File: src/rtl/ram_access_arbiter.sv
// Two-requester arbiter for a single-port command RAM. A grant is held for a whole
// transaction (address word through write data or read completion), with a stall timeout.
module ram_access_arbiter #(
  parameter int TIMEOUT = 64,
  parameter int TO_W    = 7
) (
  input  logic       clk,
  input  logic       rst,
  input  logic [9:0] req0_data,
  input  logic       req0_valid,
  output logic       req0_ready,
  output logic [7:0] req0_rdata,
  output logic       req0_rvalid,
  input  logic [9:0] req1_data,
  input  logic       req1_valid,
  output logic       req1_ready,
  output logic [7:0] req1_rdata,
  output logic       req1_rvalid,
  output logic [9:0] ram_din,
  output logic       ram_rx_valid,
  input  logic [7:0] ram_dout,
  input  logic       ram_tx_valid,
  output logic       busy,
  output logic       err_proto,
  output logic       err_timeout
);

  typedef enum logic [2:0] {IDLE, LOCK0, LOCK1, WAIT_RD0, WAIT_RD1} state_t;

  state_t            state_q, state_d;
  logic              last_grant_q, last_grant_d;
  logic [TO_W-1:0]   cnt_q, cnt_d;
  logic [9:0]        ram_din_q, ram_din_d;
  logic              ram_rx_valid_q, ram_rx_valid_d;
  logic [7:0]        rdata0_q, rdata0_d, rdata1_q, rdata1_d;
  logic              rvalid0_q, rvalid0_d, rvalid1_q, rvalid1_d;
  logic              err_proto_q, err_proto_d;
  logic              err_timeout_q, err_timeout_d;

  logic              acc0, acc1, acc;
  logic [9:0]        word;
  logic              expire;

  // In IDLE the grant goes to the only valid requester, or on a tie to the one not granted last.
  always_comb begin
    req0_ready = 1'b0;
    req1_ready = 1'b0;
    case (state_q)
      IDLE: begin
        req0_ready = req0_valid && (!req1_valid || last_grant_q);
        req1_ready = req1_valid && (!req0_valid || !last_grant_q);
      end
      LOCK0:   req0_ready = 1'b1;
      LOCK1:   req1_ready = 1'b1;
      default: ;
    endcase
  end

  assign acc0   = req0_valid && req0_ready;
  assign acc1   = req1_valid && req1_ready;
  assign acc    = acc0 || acc1;
  assign word   = acc1 ? req1_data : req0_data;
  assign expire = (cnt_q == TO_W'(TIMEOUT - 1));

  always_comb begin
    state_d        = state_q;
    last_grant_d   = last_grant_q;
    cnt_d          = cnt_q;
    ram_din_d      = ram_din_q;
    ram_rx_valid_d = 1'b0;
    rdata0_d       = rdata0_q;
    rdata1_d       = rdata1_q;
    rvalid0_d      = 1'b0;
    rvalid1_d      = 1'b0;
    err_proto_d    = 1'b0;
    err_timeout_d  = 1'b0;

    case (state_q)
      IDLE: begin
        if (acc) begin
          if (!word[8]) begin
            ram_din_d      = word;
            ram_rx_valid_d = 1'b1;
            state_d        = acc1 ? LOCK1 : LOCK0;
            last_grant_d   = acc1;
            cnt_d          = '0;
          end else begin
            // Data or read command with no preceding address: consumed and dropped.
            err_proto_d = 1'b1;
          end
        end
      end

      LOCK0, LOCK1: begin
        if (acc) begin
          ram_din_d      = word;
          ram_rx_valid_d = 1'b1;
          cnt_d          = '0;
          case (word[9:8])
            2'b01:   state_d = IDLE;
            2'b11:   state_d = (state_q == LOCK1) ? WAIT_RD1 : WAIT_RD0;
            default: ;
          endcase
        end else if (expire) begin
          err_timeout_d = 1'b1;
          state_d       = IDLE;
          cnt_d         = '0;
        end else begin
          cnt_d = cnt_q + TO_W'(1);
        end
      end

      WAIT_RD0, WAIT_RD1: begin
        // Returning data takes priority over a timeout expiring in the same cycle.
        if (ram_tx_valid) begin
          if (state_q == WAIT_RD1) begin
            rdata1_d  = ram_dout;
            rvalid1_d = 1'b1;
          end else begin
            rdata0_d  = ram_dout;
            rvalid0_d = 1'b1;
          end
          state_d = IDLE;
          cnt_d   = '0;
        end else if (expire) begin
          err_timeout_d = 1'b1;
          state_d       = IDLE;
          cnt_d         = '0;
        end else begin
          cnt_d = cnt_q + TO_W'(1);
        end
      end

      default: state_d = IDLE;
    endcase
  end

  always_ff @(posedge clk) begin
    if (rst) begin
      state_q        <= IDLE;
      last_grant_q   <= 1'b1;
      cnt_q          <= '0;
      ram_din_q      <= '0;
      ram_rx_valid_q <= 1'b0;
      rdata0_q       <= '0;
      rdata1_q       <= '0;
      rvalid0_q      <= 1'b0;
      rvalid1_q      <= 1'b0;
      err_proto_q    <= 1'b0;
      err_timeout_q  <= 1'b0;
    end else begin
      state_q        <= state_d;
      last_grant_q   <= last_grant_d;
      cnt_q          <= cnt_d;
      ram_din_q      <= ram_din_d;
      ram_rx_valid_q <= ram_rx_valid_d;
      rdata0_q       <= rdata0_d;
      rdata1_q       <= rdata1_d;
      rvalid0_q      <= rvalid0_d;
      rvalid1_q      <= rvalid1_d;
      err_proto_q    <= err_proto_d;
      err_timeout_q  <= err_timeout_d;
    end
  end

  assign ram_din      = ram_din_q;
  assign ram_rx_valid = ram_rx_valid_q;
  assign req0_rdata   = rdata0_q;
  assign req0_rvalid  = rvalid0_q;
  assign req1_rdata   = rdata1_q;
  assign req1_rvalid  = rvalid1_q;
  assign busy         = (state_q != IDLE);
  assign err_proto    = err_proto_q;
  assign err_timeout  = err_timeout_q;

endmodule
File: config.mk
export PLATFORM = sky130hd
export DESIGN_NAME = ram_access_arbiter
export DESIGN_NICKNAME = d
export VERILOG_FILES = /design/src/rtl/ram_access_arbiter.sv
export SDC_FILE = /design/constraint.sdc
export NUM_CORES = 1
export LEC_CHECK = 0
export BUFFER_PORTS_ARGS = -buffer_cell sky130_fd_sc_hd__buf_2
export CAP_MARGIN = 30
export CELL_PAD_IN_SITES_DETAIL_PLACEMENT = 1
export CELL_PAD_IN_SITES_GLOBAL_PLACEMENT = 1
export CORE_MARGIN = 8
export CORE_UTILIZATION = 25
export CTS_BUF_LIST = sky130_fd_sc_hd__clkbuf_8 sky130_fd_sc_hd__clkbuf_16
export CTS_CLUSTER_SIZE = 12
export DETAILED_ROUTE_END_ITERATION = 8
export PLACE_DENSITY = 0.59
export SYNTH_ARGS = -nofsm -noshare
export SYNTH_HDL_FRONTEND = slang
export SYNTH_SLANG_ARGS = --single-unit
File: constraint.sdc
create_clock -name clk -period 4.69 [get_ports clk]
set_input_delay 0 -clock clk [delete_from_list [all_inputs] [get_ports clk]]
set_output_delay 0 -clock clk [all_outputs]
set_load 0.02 [all_outputs]
# Word-level counts from Yosys, hierarchy flattened
# Cells that the tools add are included.
dict set report op_classes {
  n_addsub 1
  n_eq_ne 11
  muxes 33
  bitwise 6
  reduce_logical 24
}
# operator n
set ops {}
lappend ops {{$mux W10} 4}
lappend ops {{$mux W7} 5}
lappend ops {{$pmux W7 S3} 1}
lappend ops {{$pmux W10 S2} 1}
lappend ops {{$mux W3} 6}
lappend ops {{$reduce_and A3 Y1} 5}
lappend ops {{$mux W1} 9}
lappend ops {{$pmux W3 S3} 1}
lappend ops {{$pmux W1 S2} 4}
lappend ops {{$add A7 B1 Y7 const B} 1}
lappend ops {{$eq A7 B6 Y1 const B} 1}
lappend ops {{$eq A3 B2 Y1 const B} 2}
lappend ops {{$ne A2 B2 Y1 const B} 3}
lappend ops {{$not A1 Y1} 6}
lappend ops {{$pmux W3 S2} 1}
lappend ops {{$reduce_bool A3 Y1} 2}
lappend ops {{$reduce_or A3 Y1} 2}
lappend ops {{$logic_and A1 B1 Y1} 4}
lappend ops {{$ne A4 B2 Y1 const B} 1}
lappend ops {{$reduce_and A4 Y1} 1}
lappend ops {{$reduce_or A2 Y1} 2}
lappend ops {{$eq A3 B1 Y1 const B} 1}
lappend ops {{$eq A3 B3 Y1 const B} 1}
lappend ops {{$logic_not A1 Y1} 3}
lappend ops {{6 further kinds} 8}
dict set report word_totals {
  register_bits 42
  inputBits 33
  output_inout_bits 34
}

# Logic depth before layout (Yosys ltp)
# Gate-level depths: netlist of run 1.
dict set report depth {
  word_depth 10
  depth_mapped 7
  depth_no_buf 5
}

# Worst setup path after synthesis of run 1
# No wires, ideal clock.
dict set report synth_timing {
  path_kind {flip-flop to flip-flop}
  from {reg state_q[2]}
  to {reg ram_din_q[0] (netlist: ram_din[0])}
  setup_time_ns 0.143
  t_arrival_ns 1.412
  required_ns 4.547
  slack_ns 3.135
  stages_incl_launch_ff 7
  n_path_buf 2
  period_less_slack_ns 1.555
  path_cell_list {dfxtp_1 buf_6 or3b_4 o21ai_4 a31o_1 buf_6 a211oi_2}
}
dict set report synth_between {
  elab_chain_len 7
}
# element line
set synth_rtl {}
lappend synth_rtl {{from (decl)} 30} ;# state_t state_q, state_d;
lappend synth_rtl {{from (signal assigned)} 152} ;# state_q <= state_d;
lappend synth_rtl {{$eq A3 B2 Y1 or $logic_not A3 Y1 (tied branches)} {48, 78}}
lappend synth_rtl {{$pmux W1 S2} 48} ;# case (state_q)
lappend synth_rtl {{$logic_and A1 B1 Y1} 60} ;# assign acc1 = req1_valid && req1_ready;
lappend synth_rtl {{$mux W10} 62} ;# assign word = acc1 ? req1_data : req0_data;
lappend synth_rtl {{$mux W10} 81} ;# if (!word[8]) begin
lappend synth_rtl {{$mux W10} 80} ;# if (acc) begin
lappend synth_rtl {{$pmux W10 S2} 78} ;# case (state_q)
lappend synth_rtl {{to (signal assigned)} 155} ;# ram_din_q <= ram_din_d;
lappend synth_rtl {{to (decl)} 33} ;# logic [9:0] ram_din_q, ram_din_d;
# Parallel ways exist; a longest one is shown, timed or not. The select of a mux whose other input is x is not followed.
# A chain may end at the register's enable or synchronous reset.

# Worst setup path in the final report of run 1
dict set report layout_timing {
  from {reg state_q[1]}
  to {reg ram_rx_valid_q (netlist: ram_rx_valid)}
}
dict set report layout_between {
  elab_chain_len 7
}
# element line
set layout_rtl {}
lappend layout_rtl {{$eq A3 B2 Y1 or $logic_not A3 Y1 (tied branches)} {48, 78}}
lappend layout_rtl {{$pmux W1 S2} 48}
lappend layout_rtl {{$logic_and A1 B1 Y1} 60}
lappend layout_rtl {{$mux W10} 62}
lappend layout_rtl {{$mux W1} 81}
lappend layout_rtl {{$mux W1} 80}
lappend layout_rtl {{$pmux W1 S2 *} 78}
lappend layout_rtl {{to (signal assigned)} 156} ;# ram_rx_valid_q <= ram_rx_valid_d;
lappend layout_rtl {{to (decl)} 34} ;# logic ram_rx_valid_q, ram_rx_valid_d;
# Mark *: on every way between the ends. The rest lies on a longest branch, timed or not.

==> impl_metrics.py, run 1 <==
metrics = {
    "synth": {
        "ys_warn_count": 0,
        "syn_avg_cell_area_sq_um": 8.48,
        "synthSimpleGateAreaFrac_pct": 27.4,
        "ys_types": 50,
        "synth_seq_cells": 42,
        "syn_area_sq_um": 2210,
        "yosys.area_share.xor_xnor_pct": 0,
        "synthAdderAreaFrac_pct": 0.565,
        "synth_flop_cell": "dfxtp_1",
        "async_flop_share_pct": 0,
        "ys_seq_area_share_pct": 38.0,
        "syn-num-nets": 295,
        "synth_compound_area_share_pct": 23.9,
        "synthCells": 261,
        "muxShareOfSynthArea_pct": 4.52,
        "synth_edf_count": 0,
        "synth_top_family_by_area": "simple AND/OR/NAND/NOR gates",
    },
    "placement": {
        "gp_congestion": 0.709,
        "post_dp_cell_area_sq_um": 2570,
        "dp_hpwl_um": 4930,
        "portBuffers": 66,
    },
    "worst_hold_path": {
        "hold_class": "input pin to flip-flop",
        "hold_path_depth": 3,
        "worstHoldStart": "req1_data[2]",
        "whs_endpoint": "ram_din[2]$_SDFFE_PP0P_",
    },
    "sta": {
        "final_hold_viol_count": 0,
        "min_period_ns": 2.33,
        "setup_viol": 0,
        "worst_pin_slew_ns": 0.941,
        "skew_ns": 0.00880,
        "hold_ws_ns": 0.0758,
        "relSlewSlack_pct": 37.3,
        "fin_setup_tns_ns": 0,
        "timing.fmax_mhz": 429,
        "fin_crit_sh_pct": 49.7,
        "rsz0062_at_grt": "no",
        "drv_slew": 0,
    },
    "setup_path": {
        "ff2ff_setup_slack_ns": 2.36,
        "path_max_fanout": 19,
        "ff2ff_path_depth": 4,
        "cp.required_ns": 4.89,
        "critical_path_class": "flip-flop to flip-flop",
        "crit_family": "simple AND/OR/NAND/NOR gates",
        "cpPeakStageDelay_ns": 0.72,
        "timing.critical_path.cells": "nand3b_1, nand3_1, a31o_1, and2b_1",
        "crit_path_end_kind": "flip-flop",
        "cp.depth": 4,
        "start_kind": "flip-flop",
        "cp_slowest_cell": "dfxtp_1",
        "crit_buf_inv": 0,
        "worst_ep_arrival_time_ns": 2.52,
        "reg2reg_to": "ram_rx_valid$_SDFF_PP0_",
        "r2r-start": "state_q[1]$_SDFFE_PP0P_",
    },
    "floorplanning": {
        "num_rows": 34,
        "die_h_um": 110,
        "start_util_pct": 25.6,
        "die_w_um": 110,
        "fp.dieArea_sq_um": 12100,
        "io_pins": 67,
        "core_sq_um": 8640,
    },
    "clocking": {
        "htreeDepth": 2,
        "holdBufCountCts": 8,
        "cts_resized": 0,
        "cts_made_buffers": 5,
        "clk_pin_slew_worst_paths_ns": 0.08,
        "post_cts.repair.setup_buffers": 0,
        "cts_tree": "yes",
        "cts_sinks": 42,
        "cts_buffer_depth": 2,
        "clock-root-buffer": "clkbuf_8",
        "clkLatencyLatePin_ns": 0.30,
    },
    "drt": {
        "first_pass_iters": 3,
        "post_drt_wl_per_cell_um": 16.1,
        "via_per_inst": 5.00,
        "num_vias": 2140,
        "drt_iter0_markers": 90,
        "drc_errors": 0,
        "ant_nets": 0,
        "routed_wirelength_um": 6890,
    },
    "cells_and_area": {
        "drive_gt1_share_pct": 28.1,
        "area.growth.synth_to_final_pct": 23.2,
        "final_cell_mix": "buf_2 (66), nand2_1 (42), dfxtp_1 (42), a21oi_1 (23)",
        "design_area_sq_um": 2730,
        "antenna_cells": 0,
        "final_nets": 354,
        "layout_commonest_cell": "buf_2",
    },
    "pwr": {
        "powerDensity_nw_per_um2": 344,
        "power.leakage_uw": 0.00115,
        "ir_drop_v": 0.000114,
    },
    "global_routing": {
        "track_usage_pct": 11.3,
        "grt_use_met2_pct": 18.1,
        "antenna_found_initial": 0,
        "grt_busiest_layer": "met2",
        "grt_util_met1_pct": 13.9,
        "grt_pass1_wl_um": 10800,
        "gr-total-overflow": 0,
        "grt_pass1_vias": 2168,
        "grt_max_degree": 48,
        "grtUsageMet3_pct": 3.49,
    },
    "job": {
        "drv_cap": 0,
    },
    "status": {
        "status": "completed",
    },
}
## cells by family after synthesis
group / count (synthesis)
buffers and inverters: 26
AND/OR/NAND/NOR: 113
AO/OA/AOI/OAI: 69
flip-flops: 42
multiplexers: 10
adder cells (fa/ha/maj): 1
## per-stage QoR
stage / power, uW / util, % / cells / setup WS (ns)
floorplan: 637 / - / 261 / 3.14
global placement: 714 / 29.7 / 413 / 2.45
detailed placement: 717 / 29.7 / 413 / 2.39
CTS: 954 / 31.6 / 428 / 2.38
global route: 995 / 31.6 / 428 / 2.22
finish: 937 / 31.6 / 428 / 2.36
## cells in the mapped netlist, types with 2 or more instances
library cell | number | area share (%)
buf_6 | 3 | 1.5
o21ai_1 | 2 | 0.45
o211ai_1 | 2 | 0.68
a21oi_1 | 23 | 5.2
a221o_1 | 2 | 0.90
dfxtp_1 | 42 | 38
a31oi_1 | 10 | 2.8
a311oi_2 | 2 | 1.4
mux2i_1 | 10 | 4.5
o21ai_0 | 4 | 0.90
nor2_1 | 11 | 1.9
nor2b_1 | 3 | 0.85
and3_1 | 5 | 1.4
nand3_1 | 10 | 2.3
nand4bb_1 | 2 | 1.0
buf_2 | 5 | 1.1
nand2b_1 | 9 | 2.5
inv_1 | 3 | 0.51
a211oi_2 | 9 | 5.1
a41oi_1 | 2 | 0.79
nor3_1 | 8 | 1.8
nand3b_1 | 11 | 3.7
clkbuf_1 | 13 | 2.2
nand4b_1 | 3 | 1.2
nand2_1 | 42 | 7.1
## metal layers
| metal | part of all wire [%] | wire [um] |
|---|---|---|
| met5 | 0 | 0 |
| met4 | 1.4 | 96 |
| met3 | 6.7 | 463 |
| met2 | 46 | 3200 |
| met1 | 45 | 3130 |
## worst max path at each step
stage                                  startpoint  slack (ns)                 endpoint
final                     state_q[1]$_SDFFE_PP0P_        2.36  ram_rx_valid$_SDFF_PP0_
after CTS                 state_q[1]$_SDFFE_PP0P_        2.38  ram_rx_valid$_SDFF_PP0_
after global routing      state_q[1]$_SDFFE_PP0P_        2.22  ram_rx_valid$_SDFF_PP0_
after detailed placement  state_q[1]$_SDFFE_PP0P_        2.39  ram_rx_valid$_SDFF_PP0_
after floorplan           state_q[2]$_SDFFE_PP0P_        3.14  ram_din[0]$_SDFFE_PP0P_
after global placement    state_q[1]$_SDFFE_PP0P_        2.45  ram_rx_valid$_SDFF_PP0_
## tightest hold or removal path, delay by kind of cell
family	cells	cell delay, ns
buffers and inverters	1	0.09
multiplexers	1	0.15
AO/OA/AOI/OAI	1	0.08
## layout make-up
type | count | area [sq um]
Clock buffer | 5 | 68.8
Clock inverter | 2 | 10.0
Fill cell | 1037 | 5910
Inverter | 4 | 15.0
Multi-Input combinational cell | 193 | 1250
Tap cell | 108 | 135
Timing Repair Buffer | 74 | 410
Sequential cell | 42 | 841
## where the power goes
group / internal, uW / switching, uW
sequential: 384 / 26.9
clock: 100 / 128
combinational: 119 / 178
## registers in the layout (all words and copies together), names as in the netlist
signal        flops
ram_rx_valid      1
state_q           3
err_timeout       1
last_grant_q      1
cnt_q             7
req1_rvalid       1
req0_rdata        8
ram_din          10
req1_rdata        8
err_proto         1
req0_rvalid       1
Note: power is estimated with default switching activity, not from simulation.
==> inputs of run 2 (changes only) <==
Settings changed: ABC_AREA set to 1, PLACE_DENSITY 0.59 to 0.63.
Clock period 4.69 ns to 1.91 ns, I/O delays scaled along.
==> impl_metrics.py, run 2 <==
metrics = {
    "sta": {
        "final_hold_viol_count": 0,
        "fin_crit_sh_pct": 90.7,
        "finalWorstSetupSlack_ns": 0.178,
        "skew_ns": 0.00611,
        "drv_slew": 0,
        "relSlewSlack_pct": 68.8,
        "rsz0062_at_grt": "no",
        "min_period_ns": 1.73,
        "fin_setup_tns_ns": 0,
        "timing.fmax_mhz": 577,
        "worst_pin_slew_ns": 0.463,
        "setup_viol": 0,
    },
    "global_routing": {
        "grt_pass1_wl_um": 11000,
        "track_usage_pct": 11.7,
        "grt_pass1_vias": 2263,
        "grt_max_degree": 22,
        "gr-total-overflow": 0,
        "antenna_found_initial": 0,
    },
    "synth": {
        "synth_edf_count": 0,
        "synth.most_common_cell": "nand2_1",
        "synth_top_area_cell": "dfxtp_1",
        "ys_seq_area_share_pct": 40.3,
        "syn-num-nets": 316,
        "ys_top_cells_by_area": "dfxtp_1 (40%), nand2_1 (9.9%), nand3_1 (7.2%)",
        "synth_flop_cell": "dfxtp_1",
        "synth_top_area_share_pct": 40.3,
        "syn_avg_cell_area_sq_um": 7.40,
        "syn_area_sq_um": 2090,
        "synth_seq_cells": 42,
        "yosys-top-cells-count": "nand2_1 (55), dfxtp_1 (42), nand3_1 (30), nor2_1 (30), a21oi_1 (26)",
        "synthCells": 282,
        "ys_types": 33,
        "async_flop_share_pct": 0,
        "ys_warn_count": 0,
    },
    "floorplanning": {
        "die_w_um": 107,
        "fp.dieArea_sq_um": 11500,
        "die_h_um": 107,
        "io_pins": 67,
        "core_sq_um": 8130,
        "start_util_pct": 25.6,
        "num_rows": 33,
    },
    "status": {
        "status": "completed",
    },
    "pwr": {
        "power.leakage_uw": 0.00124,
        "p_total_uw": 2160,
        "p_seq_share_pct": 45.1,
        "ir_drop_v": 0.000263,
        "clockPowerShare_pct": 26.6,
        "p_sw_uw": 764,
        "p_int_uw": 1400,
        "swShare_pct": 35.3,
        "powerDensity_nw_per_um2": 801,
        "pwr-share-comb_pct": 28.3,
    },
    "clocking": {
        "cts_sinks": 42,
        "cts_tree": "yes",
        "htreeDepth": 2,
        "clock-root-buffer": "clkbuf_8",
        "clkLatencyLatePin_ns": 0.30,
        "cts_made_buffers": 5,
        "clk_pin_slew_worst_paths_ns": 0.08,
        "cts_buffer_depth": 2,
    },
    "setup_path": {
        "reg2reg_to": "ram_din[0]$_SDFFE_PP0P_",
        "timing.critical_path.cells": "nor2_2, nand3_4, nand2_4, nand2_4, inv_4, nand3_2, nand2_8, inv_2, nor2_1, nor2_2",
        "r2r-start": "state_q[2]$_SDFFE_PP0P_",
        "cp.required_ns": 2.11,
        "path_max_fanout": 14,
        "cpPeakStageDelay_ns": 0.39,
        "worst_ep_arrival_time_ns": 1.93,
        "cp_slowest_cell": "dfxtp_1",
        "crit_buf_inv": 2,
        "crit_family": "simple AND/OR/NAND/NOR gates",
        "ff2ff_path_depth": 10,
        "start_kind": "flip-flop",
        "crit_path_end_kind": "flip-flop",
        "critical_path_class": "flip-flop to flip-flop",
        "ff2ff_setup_slack_ns": 0.18,
    },
    "drt": {
        "drc_errors": 0,
        "routed_wirelength_um": 6480,
        "via_per_inst": 4.54,
        "first_pass_iters": 4,
        "ant_nets": 0,
        "num_vias": 2113,
        "post_drt_wl_per_cell_um": 13.9,
        "drt_iter0_markers": 100,
    },
    "worst_hold_path": {
        "whs_endpoint": "ram_din[3]$_SDFFE_PP0P_",
        "worstHoldStart": "req0_data[3]",
        "hold_path_depth": 5,
        "hold_class": "input pin to flip-flop",
    },
    "cells_and_area": {
        "drive_gt1_share_pct": 32.8,
        "final_nets": 393,
        "antenna_cells": 0,
        "final_cell_mix": "buf_2 (66), nand2_1 (55), dfxtp_1 (41), nor2_1 (30), nand3_1 (30)",
        "area.growth.synth_to_final_pct": 29.5,
        "largest_reg_flops": 10,
        "layout_commonest_cell": "buf_2",
    },
    "placement": {
        "gp_congestion": 0.793,
        "pre_cts_slack_ns": 0.143,
        "dp_hpwl_um": 5060,
        "portBuffers": 66,
    },
    "job": {
        "drv_cap": 0,
    },
}
[run 2: changes by cell type after synthesis, moves of 9 or more]
cell      before  now
inv_1          3   24
a31oi_1       10    1
clkbuf_1      13    4
nand2_1       42   55
nand3b_1      11    0
nand3_1       10   30
a211oi_2       9    0
nor2_1        11   30
mux2i_1       10    0
nand2b_1       9    0
[run 2: logic make-up after synthesis]
| kind of cell | count (synthesis) | share of synthesized area [%] |
|---|---|---|
| muxes | 4 | 2.16 |
| AOI/OAI and AO/OA | 47 | 12.7 |
| xor gates and xnor gates | 1 | 0.420 |
| and+or+nand+nor | 146 | 34.8 |
| buffers and inverters | 41 | 9.00 |
| adders and majority gates | 1 | 0.600 |
| DFF | 42 | 40.3 |
[run 2: how the worst max path moves through the flow]
| stage | startpoint | end | slack, ns | cells after the start |
|---|---|---|---|---|
| detailed placement | state_q[1]$_SDFFE_PP0P_ | ram_din[0]$_SDFFE_PP0P_ | 0.14 | 11 |
| CTS | state_q[1]$_SDFFE_PP0P_ | ram_din[0]$_SDFFE_PP0P_ | 0.11 | 11 |
| global placement | cnt_q[0]$_SDFFE_PP0P_ | cnt_q[3]$_SDFFE_PP0P_ | 0.17 | 8 |
| global route | last_grant_q$_SDFFE_PP1P_ | ram_din[9]$_SDFFE_PP0P_ | 0.02 | 12 |
| floorplan | state_q[0]$_SDFFE_PP0P_ | req0_ready | 0.37 | 4 |
| finish | state_q[2]$_SDFFE_PP0P_ | ram_din[0]$_SDFFE_PP0P_ | 0.18 | 10 |
[run 2: per-stage QoR]
| stage | util, % | hold slack, ns | cells | cell area (sq um) |
|---|---|---|---|---|
| finish | 33.2 | 0.0430 | 465 | 2700 |
| global route | 33.2 | 0.0699 | 465 | 2700 |
| CTS | 33.1 | 0.0368 | 465 | 2690 |
| detailed placement | 31.0 | 0.288 | 449 | 2520 |
| global placement | 31.0 | 0.288 | 449 | 2520 |
| floorplan | - | 0.0756 | 282 | 2090 |
[run 2: repair_timing]
item / in CTS / in global routing
gates resized for setup: 0 / 2
hold buffers: 8 / 0
hold endpoints to repair: 9 / 0
setup endpoints to repair: 0 / 5
setup buffers: 0 / 0
[run 2: routing by layer]
metal | vias to the layer above | share of wire [%] | global-route usage, %
li1 | 1071 | - | -
met1 | 983 | 46 | 14.6
met2 | 52 | 47 | 19.1
met3 | 7 | 6.1 | 3.17
met4 | 0 | 0.93 | 3.27
met5 | - | 0 | 0
[run 2: cell type report]
| cell class | instances | area (sq um) |
|---|---|---|
| timing repair buffer | 80 | 455 |
| fill | 1048 | 5430 |
| clock inverter | 3 | 17.5 |
| clock buffer | 5 | 68.8 |
| multi-input combinational | 199 | 1070 |
| sequential | 42 | 842 |
| tap | 105 | 131 |
| inverter | 31 | 119 |
[run 2: power by group through the flow]
stage | Combinational, uW | Sequential (uW) | Clock, uW
2_1_floorplan | 388 | 1040 | 0
3_3_place_gp | 593 | 992 | 0
3_5_place_dp | 601 | 995 | 0
4_1_cts | 617 | 975 | 602
5_1_grt | 690 | 982 | 646
6_report | 612 | 974 | 576
[run 2: worst reg2reg max path, stage by stage (launching register included)]
cell	delay (ns)
dfxtp_1	0.39
nor2_2	0.22
nand3_4	0.20
nand2_4	0.12
nand2_4	0.09
inv_4	0.08
nand3_2	0.12
nand2_8	0.15
inv_2	0.09
nor2_1	0.12
nor2_2	0.05
